[src/rtl/synth_strobe_gen.sv]
// synth_strobe_gen: single-clock strobe generator for the synth engine.
// Two fractional phase accumulators produce one-cycle oscillator and
// envelope slot enables, with slot index counters and burst/free-run
// sweep control (abort, completion and overrun reporting).
module synth_strobe_gen #(
   parameter int VOICES    = 8,
   parameter int V_OSC     = 4,
   parameter int V_ENVS    = 8,
   parameter int V_WIDTH   = 3,
   parameter int O_WIDTH   = 2,
   parameter int E_WIDTH   = 3,
   parameter int ACC_WIDTH = 24,
   parameter int INC_OSC   = 32,
   parameter int INC_ENVS  = 64
) (
   input  logic                       AUDIO_CLK,
   input  logic                       reset_reg,
   input  logic                       trig,
   input  logic                       free_run,
   input  logic                       stop,
   input  logic                       clr_ovr,
   output logic                       busy,
   output logic                       osc_stb,
   output logic                       env_stb,
   output logic [V_WIDTH+O_WIDTH-1:0] xvxo,
   output logic [V_WIDTH+E_WIDTH-1:0] xxxx,
   output logic                       xxxx_zero,
   output logic                       frame,
   output logic                       done,
   output logic                       overrun
);

   localparam int XO = V_WIDTH + O_WIDTH;
   localparam int XE = V_WIDTH + E_WIDTH;
   localparam logic [XO-1:0]        LAST_O = XO'(VOICES * V_OSC - 1);
   localparam logic [XE-1:0]        LAST_E = XE'(VOICES * V_ENVS - 1);
   localparam logic [ACC_WIDTH:0]   INC_O_X = (ACC_WIDTH + 1)'(INC_OSC);
   localparam logic [ACC_WIDTH:0]   INC_E_X = (ACC_WIDTH + 1)'(INC_ENVS);
   localparam logic [ACC_WIDTH-1:0] INC_O_A = ACC_WIDTH'(INC_OSC);
   localparam logic [ACC_WIDTH-1:0] INC_E_A = ACC_WIDTH'(INC_ENVS);

   typedef enum logic [1:0] {
      ST_IDLE,
      ST_RUN,
      ST_DONE
   } state_t;

   state_t r_state;
   state_t w_state_nxt;

   logic                 r_trig_d;
   logic                 r_mode_q;
   logic [ACC_WIDTH-1:0] r_acc_o;
   logic [ACC_WIDTH-1:0] r_acc_e;
   logic                 r_osc_stb;
   logic                 r_env_stb;
   logic [XO-1:0]        r_xvxo;
   logic [XE-1:0]        r_xxxx;
   logic                 r_xxxx_zero;
   logic                 r_frame;
   logic                 r_overrun;

   logic                 w_start_req;
   logic [ACC_WIDTH:0]   w_sum_o;
   logic [ACC_WIDTH:0]   w_sum_e;
   logic                 w_c_o;
   logic                 w_c_e;
   logic                 w_e_wrap;
   logic                 w_load;
   logic                 w_step;
   logic                 w_ovr_set;

   logic [ACC_WIDTH-1:0] w_acc_o_nxt;
   logic [ACC_WIDTH-1:0] w_acc_e_nxt;
   logic                 w_osc_stb_nxt;
   logic                 w_env_stb_nxt;
   logic [XO-1:0]        w_xvxo_nxt;
   logic [XE-1:0]        w_xxxx_nxt;
   logic                 w_frame_nxt;

   assign w_start_req = trig & ~r_trig_d;
   assign w_sum_o     = {1'b0, r_acc_o} + INC_O_X;
   assign w_sum_e     = {1'b0, r_acc_e} + INC_E_X;
   assign w_c_o       = w_sum_o[ACC_WIDTH];
   assign w_c_e       = w_sum_e[ACC_WIDTH];
   assign w_e_wrap    = w_c_e && (r_xxxx == LAST_E);

   // Sweep control: next state, start/step qualifiers and overrun request.
   always_comb begin
      w_state_nxt = r_state;
      w_load      = 1'b0;
      w_step      = 1'b0;
      w_ovr_set   = 1'b0;
      case (r_state)
         ST_IDLE: begin
            if (w_start_req) begin
               w_state_nxt = ST_RUN;
               w_load      = 1'b1;
            end
         end
         ST_RUN: begin
            w_ovr_set = w_start_req;
            if (stop) begin
               w_state_nxt = ST_IDLE;
            end else begin
               w_step = 1'b1;
               if (w_e_wrap && !r_mode_q) begin
                  w_state_nxt = ST_DONE;
               end
            end
         end
         ST_DONE: begin
            // The completion cycle accepts a restart; only an abort turns it into an overrun.
            if (stop) begin
               w_state_nxt = ST_IDLE;
               w_ovr_set   = w_start_req;
            end else if (w_start_req) begin
               w_state_nxt = ST_RUN;
               w_load      = 1'b1;
            end else begin
               w_state_nxt = ST_IDLE;
            end
         end
         default: w_state_nxt = ST_IDLE;
      endcase
   end

   // Datapath next values: start reload, per-cycle accumulation, or clear.
   always_comb begin
      w_acc_o_nxt   = '0;
      w_acc_e_nxt   = '0;
      w_osc_stb_nxt = 1'b0;
      w_env_stb_nxt = 1'b0;
      w_xvxo_nxt    = '0;
      w_xxxx_nxt    = '0;
      w_frame_nxt   = 1'b0;
      if (w_load) begin
         // The start edge is the first accumulation step from zero phase,
         // so the first strobe lands 2^ACC_WIDTH/INC cycles into the sweep.
         w_acc_o_nxt = INC_O_A;
         w_acc_e_nxt = INC_E_A;
      end else if (w_step) begin
         w_osc_stb_nxt = w_c_o;
         w_env_stb_nxt = w_c_e;
         w_frame_nxt   = w_e_wrap;
         if (w_c_o) begin
            w_xvxo_nxt = (r_xvxo == LAST_O) ? '0 : r_xvxo + XO'(1);
         end else begin
            w_xvxo_nxt = r_xvxo;
         end
         if (w_c_e) begin
            w_xxxx_nxt = (r_xxxx == LAST_E) ? '0 : r_xxxx + XE'(1);
         end else begin
            w_xxxx_nxt = r_xxxx;
         end
         if (!(w_e_wrap && !r_mode_q)) begin
            w_acc_o_nxt = w_sum_o[ACC_WIDTH-1:0];
            w_acc_e_nxt = w_sum_e[ACC_WIDTH-1:0];
         end
      end
   end

   // Sweep state register.
   always_ff @(posedge AUDIO_CLK or posedge reset_reg) begin
      if (reset_reg) begin
         r_state <= ST_IDLE;
      end else begin
         r_state <= w_state_nxt;
      end
   end

   // Datapath registers: edge detect, mode, accumulators, strobes, indices, flags.
   always_ff @(posedge AUDIO_CLK or posedge reset_reg) begin
      if (reset_reg) begin
         r_trig_d    <= 1'b0;
         r_mode_q    <= 1'b0;
         r_acc_o     <= '0;
         r_acc_e     <= '0;
         r_osc_stb   <= 1'b0;
         r_env_stb   <= 1'b0;
         r_xvxo      <= '0;
         r_xxxx      <= '0;
         r_xxxx_zero <= 1'b1;
         r_frame     <= 1'b0;
         r_overrun   <= 1'b0;
      end else begin
         r_trig_d    <= trig;
         if (w_load) begin
            r_mode_q <= free_run;
         end
         r_acc_o     <= w_acc_o_nxt;
         r_acc_e     <= w_acc_e_nxt;
         r_osc_stb   <= w_osc_stb_nxt;
         r_env_stb   <= w_env_stb_nxt;
         r_xvxo      <= w_xvxo_nxt;
         r_xxxx      <= w_xxxx_nxt;
         r_xxxx_zero <= (w_xxxx_nxt == '0);
         r_frame     <= w_frame_nxt;
         if (w_ovr_set) begin
            r_overrun <= 1'b1;
         end else if (clr_ovr) begin
            r_overrun <= 1'b0;
         end
      end
   end

   assign busy      = (r_state != ST_IDLE);
   assign done      = (r_state == ST_DONE);
   assign osc_stb   = r_osc_stb;
   assign env_stb   = r_env_stb;
   assign xvxo      = r_xvxo;
   assign xxxx      = r_xxxx;
   assign xxxx_zero = r_xxxx_zero;
   assign frame     = r_frame;
   assign overrun   = r_overrun;

endmodule

[config.mk]
export PLATFORM = sky130hd
export DESIGN_NAME = synth_strobe_gen
export DESIGN_NICKNAME = d
export VERILOG_FILES = /design/src/rtl/synth_strobe_gen.sv
export SDC_FILE = /design/constraint.sdc
export NUM_CORES = 1
export LEC_CHECK = 0
export BUFFER_PORTS_ARGS = -buffer_cell sky130_fd_sc_hd__buf_2
export CAP_MARGIN = 10
export CORE_MARGIN = 2
export CORE_UTILIZATION = 45
export CTS_CLUSTER_DIAMETER = 50
export DETAILED_ROUTE_END_ITERATION = 10
export PLACE_DENSITY = 0.62
export SLEW_MARGIN = 10
export SYNTH_ARGS = -nofsm -noshare
export SYNTH_HDL_FRONTEND = slang
export SYNTH_SLANG_ARGS = --single-unit
[constraint.sdc]
create_clock -name AUDIO_CLK -period 2.23 [get_ports AUDIO_CLK]
set_input_delay 0.446 -clock AUDIO_CLK [delete_from_list [all_inputs] [get_ports AUDIO_CLK]]
set_output_delay 0.446 -clock AUDIO_CLK [all_outputs]
set_load 0.005 [all_outputs]
==> results of run 1 <==
[registers in the layout (all words and copies together), names as in the netlist, 2 cells and up]
signal   flops
r_acc_o     19
r_acc_e     18
r_state      2
xxxx         6
xvxo         5
[cell usage after synthesis, types with 2 or more instances]
cell	instances	area share [%]
a21o_1	2	0.52
and4_1	2	0.61
a31oi_1	5	1.1
o211ai_1	2	0.52
mux2_2	2	0.78
nor2b_1	5	1.1
nor2_1	47	6.1
nor3_1	3	0.52
o41ai_1	2	0.61
o21ai_0	6	1.0
clkbuf_1	7	0.91
and2_1	4	0.87
nor4_1	3	0.65
nand3_1	20	3.5
a21oi_1	8	1.4
nand2b_1	2	0.43
inv_1	8	1.0
nand4_2	2	0.87
xor2_1	24	7.3
and3_1	10	2.2
xnor2_1	10	3.0
dfrtp_1	56	49
nand2_1	17	2.2
ha_1	9	3.9
nand4_1	9	2.0
o31ai_1	2	0.52
[how the worst min path moves through the flow]
stage / start / endpoint / cells past startpoint
finish: reset_reg / xvxo[2] / 2
global route: reset_reg / xvxo[2] / 2
CTS: reset_reg / xvxo[2] / 2
detailed placement: reset_reg / osc_stb / 2
global placement: reset_reg / osc_stb / 2
floorplan: trig / r_trig_d / 0
[cell families (layout without fill, tap and decap cells)]
family	count (synthesis)	count (layout)	share of synthesized area, %
simple gates	135	135	25.2
flops	57	57	49.6
compound gates	34	34	7.61
xor+xnor	34	34	10.3
buf+inv	17	56	2.26
fa+ha+maj	9	9	3.91
mux	3	3	1.13
[per-stage QoR]
stage                     std cells  cell area (um^2)  utilization [%]  hold WS, ps
after global routing            405              3370             53.8          114
final                           405              3370             53.8          104
after CTS                       405              3370             53.8         95.8
after detailed placement        389              3140             50.0          466
after global placement          389              3140             50.0          460
after floorplan                 289              2880                -          477
[power by group through the flow]
stage	sequential (mW)	clock, mW	combinational [mW]
floorplan	1.13	0	0.231
global placement	1.14	0	0.337
detailed placement	1.14	0	0.339
CTS	1.12	1.16	0.342
global route	1.13	1.21	0.381
finish	1.12	1.12	0.333
[critical path: stages (launching register included)]
cell and delay (ps):
dfrtp_1 390, ha_1 210, nand3_1 150, or3_1 440, o41ai_1 440, a21oi_2 120, nor4_2 250
[final cells by class]
cell class / count / area share (%)
clock inverter: 4 / 2.19
sequential: 57 / 42.3
clock buffer: 12 / 4.89
timing repair buffer: 32 / 5.78
inverter: 8 / 0.890
multi-input combinational: 215 / 41.1
tap: 77 / 2.86
[per-layer routing]
metal  up-vias  GRT usage, %  wire length (um)
met5         -             0                 0
met4         0          5.28                64
met3         9          5.74               269
met2        54          26.2              2640
met1      1039          23.4              2590
li1       1078             -                 -
==> results.cfg, run 1 <==
[setup_path]
critPathLaunchType = flop
path_class = reg2reg
rr_worst_depth = 6
r2r-start = r_acc_e[6]
cp_max_fo = 4
critical_path_arrival_ps = 2310
r2r_slack_ps = 160
required_ps = 2470
endpoint = xxxx_zero
crit_start = r_acc_e[6]
regToRegEndpoint = xxxx_zero
cp-end-kind = flop

[pwr]
p_comb_share_pct = 12.9
power_mw = 2.58
pwr-share-clk_pct = 43.6
p_seq_share_pct = 43.5
p_leak_nw = 1.53
p_int_mw = 1.93
swShare_pct = 25.2
peakVddDrop_mv = 0.609
p_sw_mw = 0.651
power_density_nw_per_um2 = 764

[floorplan]
core-area_um2 = 6280
pin_count = 24
rows = 29
die_x_um = 84.0
start_util_pct = 45.9
dieArea_um2 = 7050
die_y_um = 84.0

[finish]
nNetsFinal = 338
area_growth_pct = 17.2
regArea_um2 = 1430
nFillCells = 568
layout_common_cells = dfrtp_1, nor2_1, xor2_1
drive_gt1_share_pct = 18.0
n_antenna_cell = 0
multi_input_area_um2 = 1390
layout_commonest_cell = dfrtp_1

[run]
drv_cap = 0

[logic_synthesis]
seq_area_frac_synth_pct = 49.6
synth_cell_types = 48
synth-async-reset-ratio_pct = 100
synth-main-ff-cell = dfrtp_1
synth-edff-count = 0
synthCells = 289
yosysWarnings = 0
synthesis.nets = 304
synth_area_um2 = 2880
ys_ff_latch = 57
avgSynthCellArea_um2 = 9.96

[sta]
skew_ps = 8.08
rsz0062_at_grt = no
max_freq_mhz = 482
tightest_slew_ps = 404
relSlewSlack_pct = 72.7
finalHoldViolations = 0
fin_crit_sh_pct = 93.0
setup_ws_ps = 156
finalSetupViolCount = 0
setup_tns_ps = 0
finalMaxSlewViolations = 0
finalCriticalPeriod_ps = 2070

[run_status]
status = finished, final reports clean

[global_route]
antenna_found_initial = 0
grt_pass1_wl_um = 9630
track_usage_pct = 17.2
gr-total-overflow = 0
grt_pass1_vias = 2049
grt_max_degree = 41

[place]
dp_slack_ps = 177
dp_hpwl_um = 3780
port_buffers = 23
globalplace.congestion = 0.817

[clock_tree]
cts_tree = built
clock_latency_ps = 330
postCtsHoldBufs = 0
clockBufferDepth = 2
cts.clk_slew.worst_paths_ps = 70
cts-resized-gates = 0
htreeDepth = 3
root_buffer = clkbuf_8
cts.sinks = 57
cts_buffers = 9
postCtsSetupBuffers = 0

[drt]
wire_per_inst_um = 13.7
drt_iter0_markers = 157
drc = 0
vias = 2180
first_pass_iters = 4
ant_nets = 0
routed_wl_um = 5570
viasPerCell = 5.38

[min_path]
hold_path.class = in2async
Power figures use the tool's default switching activity.
==> run 2, diff against run 1 <==
--- a/config.mk
+++ b/config.mk
@@ -5,8 +5,10 @@
 export SDC_FILE = /design/constraint.sdc
 export NUM_CORES = 1
 export LEC_CHECK = 0
+export ABC_AREA = 1
 export BUFFER_PORTS_ARGS = -buffer_cell sky130_fd_sc_hd__buf_2
 export CAP_MARGIN = 10
+export CORE_ASPECT_RATIO = 0.7
 export CORE_MARGIN = 2
 export CORE_UTILIZATION = 45
 export CTS_CLUSTER_DIAMETER = 50
==> run 2 against run 1 <==
Register-to-register slack better by 80 ps. Final area up 2.9%. Final cell count up 26%. Sequential share of layout area down 1.2 points. Critical path depth up 2.
==> results.cfg, run 2 <==
[clock_tree]
postCtsSetupBuffers = 0
cts.clk_slew.worst_paths_ps = 70
root_buffer = clkbuf_8
postCtsHoldBufs = 0
cts-resized-gates = 0
cts_tree = built
clockBufferDepth = 2
clock_latency_ps = 330
htreeDepth = 3
cts.sinks = 57
cts_buffers = 9

[run_status]
status = finished, final reports clean

[global_route]
grt_pass1_vias = 2289
grt_pass1_wl_um = 10300
gr-total-overflow = 0
antenna_found_initial = 0
grt_max_degree = 35
track_usage_pct = 18.0

[setup_path]
critPathMostFrequentCell = nand2_4
critPathLaunchType = flop
path_class = reg2reg
critical_path_arrival_ps = 2190
required_ps = 2420
crit_buf_inv = 0
cp_max_fo = 34
cp-end-kind = flop
max_stage_delay_ps = 430
slowest_stage = dfrtp_1
cp_cell_sequence = ha_1, nand2_1, nor2_2, nand3_4, nor2_8, nand2_4, nand2_4, a211oi_1
critical-path-top-delay-family = simple AND/OR/NAND/NOR gates

[finish]
n_antenna_cell = 0
largest_reg_flops = 19
finish.utilization_pct = 52.1
drive_gt1_share_pct = 15.1
top_register = r_acc_o
layout_commonest_cell = nand2_1
area_growth_pct = 13.8
nNetsFinal = 426
layout_common_cells = nand2_1, nor2_1, dfrtp_1

[logic_synthesis]
yosysWarnings = 0
synth_commonest_cells = nand2_1, nor2_1, dfrtp_1
avgSynthCellArea_um2 = 8.09
synthesis.nets = 392
synthCells = 377
synth_most_common_cell = nand2_1
synth-async-reset-ratio_pct = 100
synth-main-ff-cell = dfrtp_1
synth-edff-count = 0
synth_area_um2 = 3050
synth_top_area_share_pct = 45.9
netlist_top_cells_area = dfrtp_1, nand2_1, nor2_1, inv_1, nand3_1
synth_cell_types = 32
ys_ff_latch = 57
seq_area_frac_synth_pct = 46.8
synth_area_leader_cell = dfrtp_1

[run]
drv_cap = 0

[pwr]
p_comb_share_pct = 14.4
p_int_mw = 1.78
p_leak_nw = 1.68
peakVddDrop_mv = 0.612
pwr-share-clk_pct = 39.4
p_sw_mw = 0.687
power_mw = 2.46
swShare_pct = 27.9
p_seq_share_pct = 46.2
power_density_nw_per_um2 = 709

[sta]
tightest_slew_ps = 389
finalMaxSlewViolations = 0
skew_ps = 11.5
max_freq_mhz = 500
timing.hold.ws_ps = 86.5
rsz0062_at_grt = no
finalHoldViolations = 0
relSlewSlack_pct = 74.0
finalSetupViolCount = 0
fin_crit_sh_pct = 89.6
finalCriticalPeriod_ps = 2000
setup_tns_ps = 0

[min_path]
hold_path.class = in2async

[floorplan]
start_util_pct = 45.8
die_y_um = 72.9
dieArea_um2 = 7460
pin_count = 24
rows = 25
core-area_um2 = 6660
die_x_um = 102

[drt]
vias = 2412
drc = 0
routed_wl_um = 6000
first_pass_iters = 4
drt_iter0_markers = 95
ant_nets = 0
wire_per_inst_um = 11.8
viasPerCell = 4.73

[place]
dp_hpwl_um = 4430
globalplace.congestion = 0.809
port_buffers = 23
-- run 2: area by class of cell --
class,count,area [um^2]
clock buffers,13,159
clock inverters,3,40.0
fillers,620,3190
inverters,53,199
multi-input cells,264,1390
flip-flops and latches,57,1430
well taps,94,118
repair buffers,26,138
-- run 2: path summary, 6_finish.rpt --
check / start / endpoint / slack (ps) / depth (start not counted)
min in group AUDIO_CLK: trig / r_trig_d / 230 / 1
hold / removal: reset_reg / xvxo[4] / 90 / 2
setup / recovery: r_acc_e[6] / r_acc_o[15] / 230 / 8
hold reg to reg: r_mode_q / r_mode_q / 490 / 2
setup reg to reg: r_acc_e[6] / r_acc_o[15] / 230 / 8
max in group asynchronous: reset_reg / xxxx_zero / 1490 / 3
-- run 2: per-layer routing --
metal	wire (um)	GRT usage, %
met1	3250	26.0
met2	2520	26.2
met3	188	6.03
met4	36	4.44
met5	0	0
-- run 2: power groups by stage --
stage,Combinational (mW),Sequential [mW],Clock [mW]
after floorplan,0.286,1.14,0
after global placement,0.359,1.16,0
after detailed placement,0.362,1.16,0
after CTS,0.363,1.14,0.998
after global routing,0.410,1.14,1.05
final,0.356,1.14,0.970
-- run 2: metrics by stage --
stage	cells	setup WS (ps)	cell area [um^2]
after floorplan	377	386	3050
after global placement	494	252	3270
after detailed placement	494	230	3270
after CTS	510	218	3470
after global routing	510	50.5	3470
final	510	231	3470
-- run 2: kinds of logic (layout without fill, tap and decap cells) --
group	Yosys count	in the layout	share of synthesized area [%]
and+or+nand+nor	206	206	31.3
AOI/OAI and AO/OA	33	33	5.99
buffers and inverters	56	95	7.63
adders and majority gates	9	9	3.69
DFF	57	57	46.8
xor gates and xnor gates	16	16	4.59
==> run 3, diff against run 2 <==
--- a/config.mk
+++ b/config.mk
@@ -13,7 +13,6 @@
 export CORE_UTILIZATION = 45
 export CTS_CLUSTER_DIAMETER = 50
 export DETAILED_ROUTE_END_ITERATION = 10
-export PLACE_DENSITY = 0.62
 export SLEW_MARGIN = 10
 export SYNTH_ARGS = -nofsm -noshare
 export SYNTH_HDL_FRONTEND = slang
==> run 3 against run 2 <==
Clock skew decreased by 6.9 ps. Sequential cell count unchanged. Sequential power is essentially flat.
==> results.cfg, run 3 (synthesized netlist as in run 2, its figures left out) <==
[run_status]
status = finished, final reports clean

[clock_tree]
postCtsSetupBuffers = 0
htreeDepth = 3
clock_latency_ps = 340
cts.sinks = 57
cts_buffers = 9
root_buffer = clkbuf_8
cts_tree = built
postCtsHoldBufs = 0
cts.clk_slew.worst_paths_ps = 60
clockBufferDepth = 2
cts-resized-gates = 0

[sta]
skew_ps = 4.59
setup_ws_ps = 279
finalSetupViolCount = 0
tightest_slew_ps = 384
fin_crit_sh_pct = 87.5
rsz0062_at_grt = no
finalHoldViolations = 0
max_freq_mhz = 513
relSlewSlack_pct = 74.4
finalCriticalPeriod_ps = 1950
finalMaxSlewViolations = 0
setup_tns_ps = 0

[global_route]
gr-total-overflow = 0
grt_pass1_vias = 2283
track_usage_pct = 18.2
grt_pass1_wl_um = 10500
grt_max_degree = 58
antenna_found_initial = 0

[setup_path]
path_class = reg2reg
critical_path_arrival_ps = 2160
slowest_stage = dfrtp_1
crit_buf_inv = 0
cp_cell_sequence = ha_1, nand2_1, nor2_2, nand3_4, nor2_8, nand2_4, nand2_4, nor3_1
required_ps = 2440
cp-end-kind = flop
critPathMostFrequentCell = nand2_4
max_stage_delay_ps = 420
critical-path-top-delay-family = simple AND/OR/NAND/NOR gates
cp_max_fo = 34
critPathLaunchType = flop

[drt]
routed_wl_um = 5980
first_pass_iters = 4
ant_nets = 0
drt_iter0_markers = 78
drc = 0
wire_per_inst_um = 11.7
viasPerCell = 4.82
vias = 2455

[pwr]
power_mw = 2.50
p_leak_nw = 1.69
peakVddDrop_mv = 0.386
power_density_nw_per_um2 = 716

[finish]
largest_reg_flops = 19
n_antenna_cell = 0
area_growth_pct = 14.2
drive_gt1_share_pct = 14.9
nNetsFinal = 425
layout_common_cells = nand2_1, nor2_1, dfrtp_1
top_register = r_acc_o
layout_commonest_cell = nand2_1
finish.utilization_pct = 52.3

[floorplan]
start_util_pct = 45.8
rows = 25
die_y_um = 72.9
dieArea_um2 = 7460
core-area_um2 = 6660
die_x_um = 102
pin_count = 24

[place]
dp_hpwl_um = 4300
globalplace.congestion = 0.826
dp_slack_ps = 285
port_buffers = 23

[min_path]
hold_path.class = in2async

[run]
drv_cap = 0
run 3: cell types whose count changed in the layout (fill, tap and decap cells not counted):
cell / delta
buf_12: +1
buf_4: -2
clkbuf_8: +1
clkinv_2: -1
run 3: area by class of cell:
type                            count  area, um^2
Clock buffer                       14         173
Clock inverter                      2        35.0
Fill cell                         648        3180
Inverter                           53         199
Multi-Input combinational cell    264        1390
Sequential cell                    57        1430
Tap cell                           94         118
Timing Repair Buffer               25         143
run 3: power breakdown:
group          switching, mW  internal, mW  leakage [nW]  total, mW
clock                  0.394         0.606         0.107       1.00
sequential            0.0496          1.09         0.784       1.14
combinational          0.242         0.117         0.796      0.359
run 3: path summary, 6_finish.rpt:
check | endpoint | startpoint | slack (ps) | depth (start not counted)
max in group asynchronous | xxxx_zero | reset_reg | 1780 | 3
worst max register to register | r_acc_o[19] | r_acc_e[6] | 280 | 8
min in group AUDIO_CLK | r_trig_d | trig | 230 | 1
worst max-delay path | r_acc_o[19] | r_acc_e[6] | 280 | 8
worst min-delay path | frame | reset_reg | 150 | 3
worst min register to register | r_mode_q | r_mode_q | 490 | 2
run 3: worst reg2reg max path: cells and delay by family, from the launching register on:
| kind | cells | cell delay (ps) |
|---|---|---|
| AND/OR/NAND/NOR | 7 | 1120 |
| flip-flops | 1 | 420 |
| adder cells (fa/ha/maj) | 1 | 270 |
run 3: metrics by stage:
step | hold slack, ps | cell area [um^2] | cells
3_3_place_gp | 464 | 3280 | 493
3_5_place_dp | 473 | 3280 | 493
6_report | 146 | 3480 | 509
4_1_cts | 152 | 3480 | 509
5_1_grt | 169 | 3480 | 509
2_1_floorplan | 443 | 3050 | 377
run 3: metal layers:
metal / global-route usage [%] / vias up / wire [um]
li1: - / 1266 / -
met4: 7.26 / 0 / 70
met3: 5.17 / 8 / 234
met5: 0 / - / 0
met1: 26.6 / 1137 / 3200
met2: 25.3 / 44 / 2470
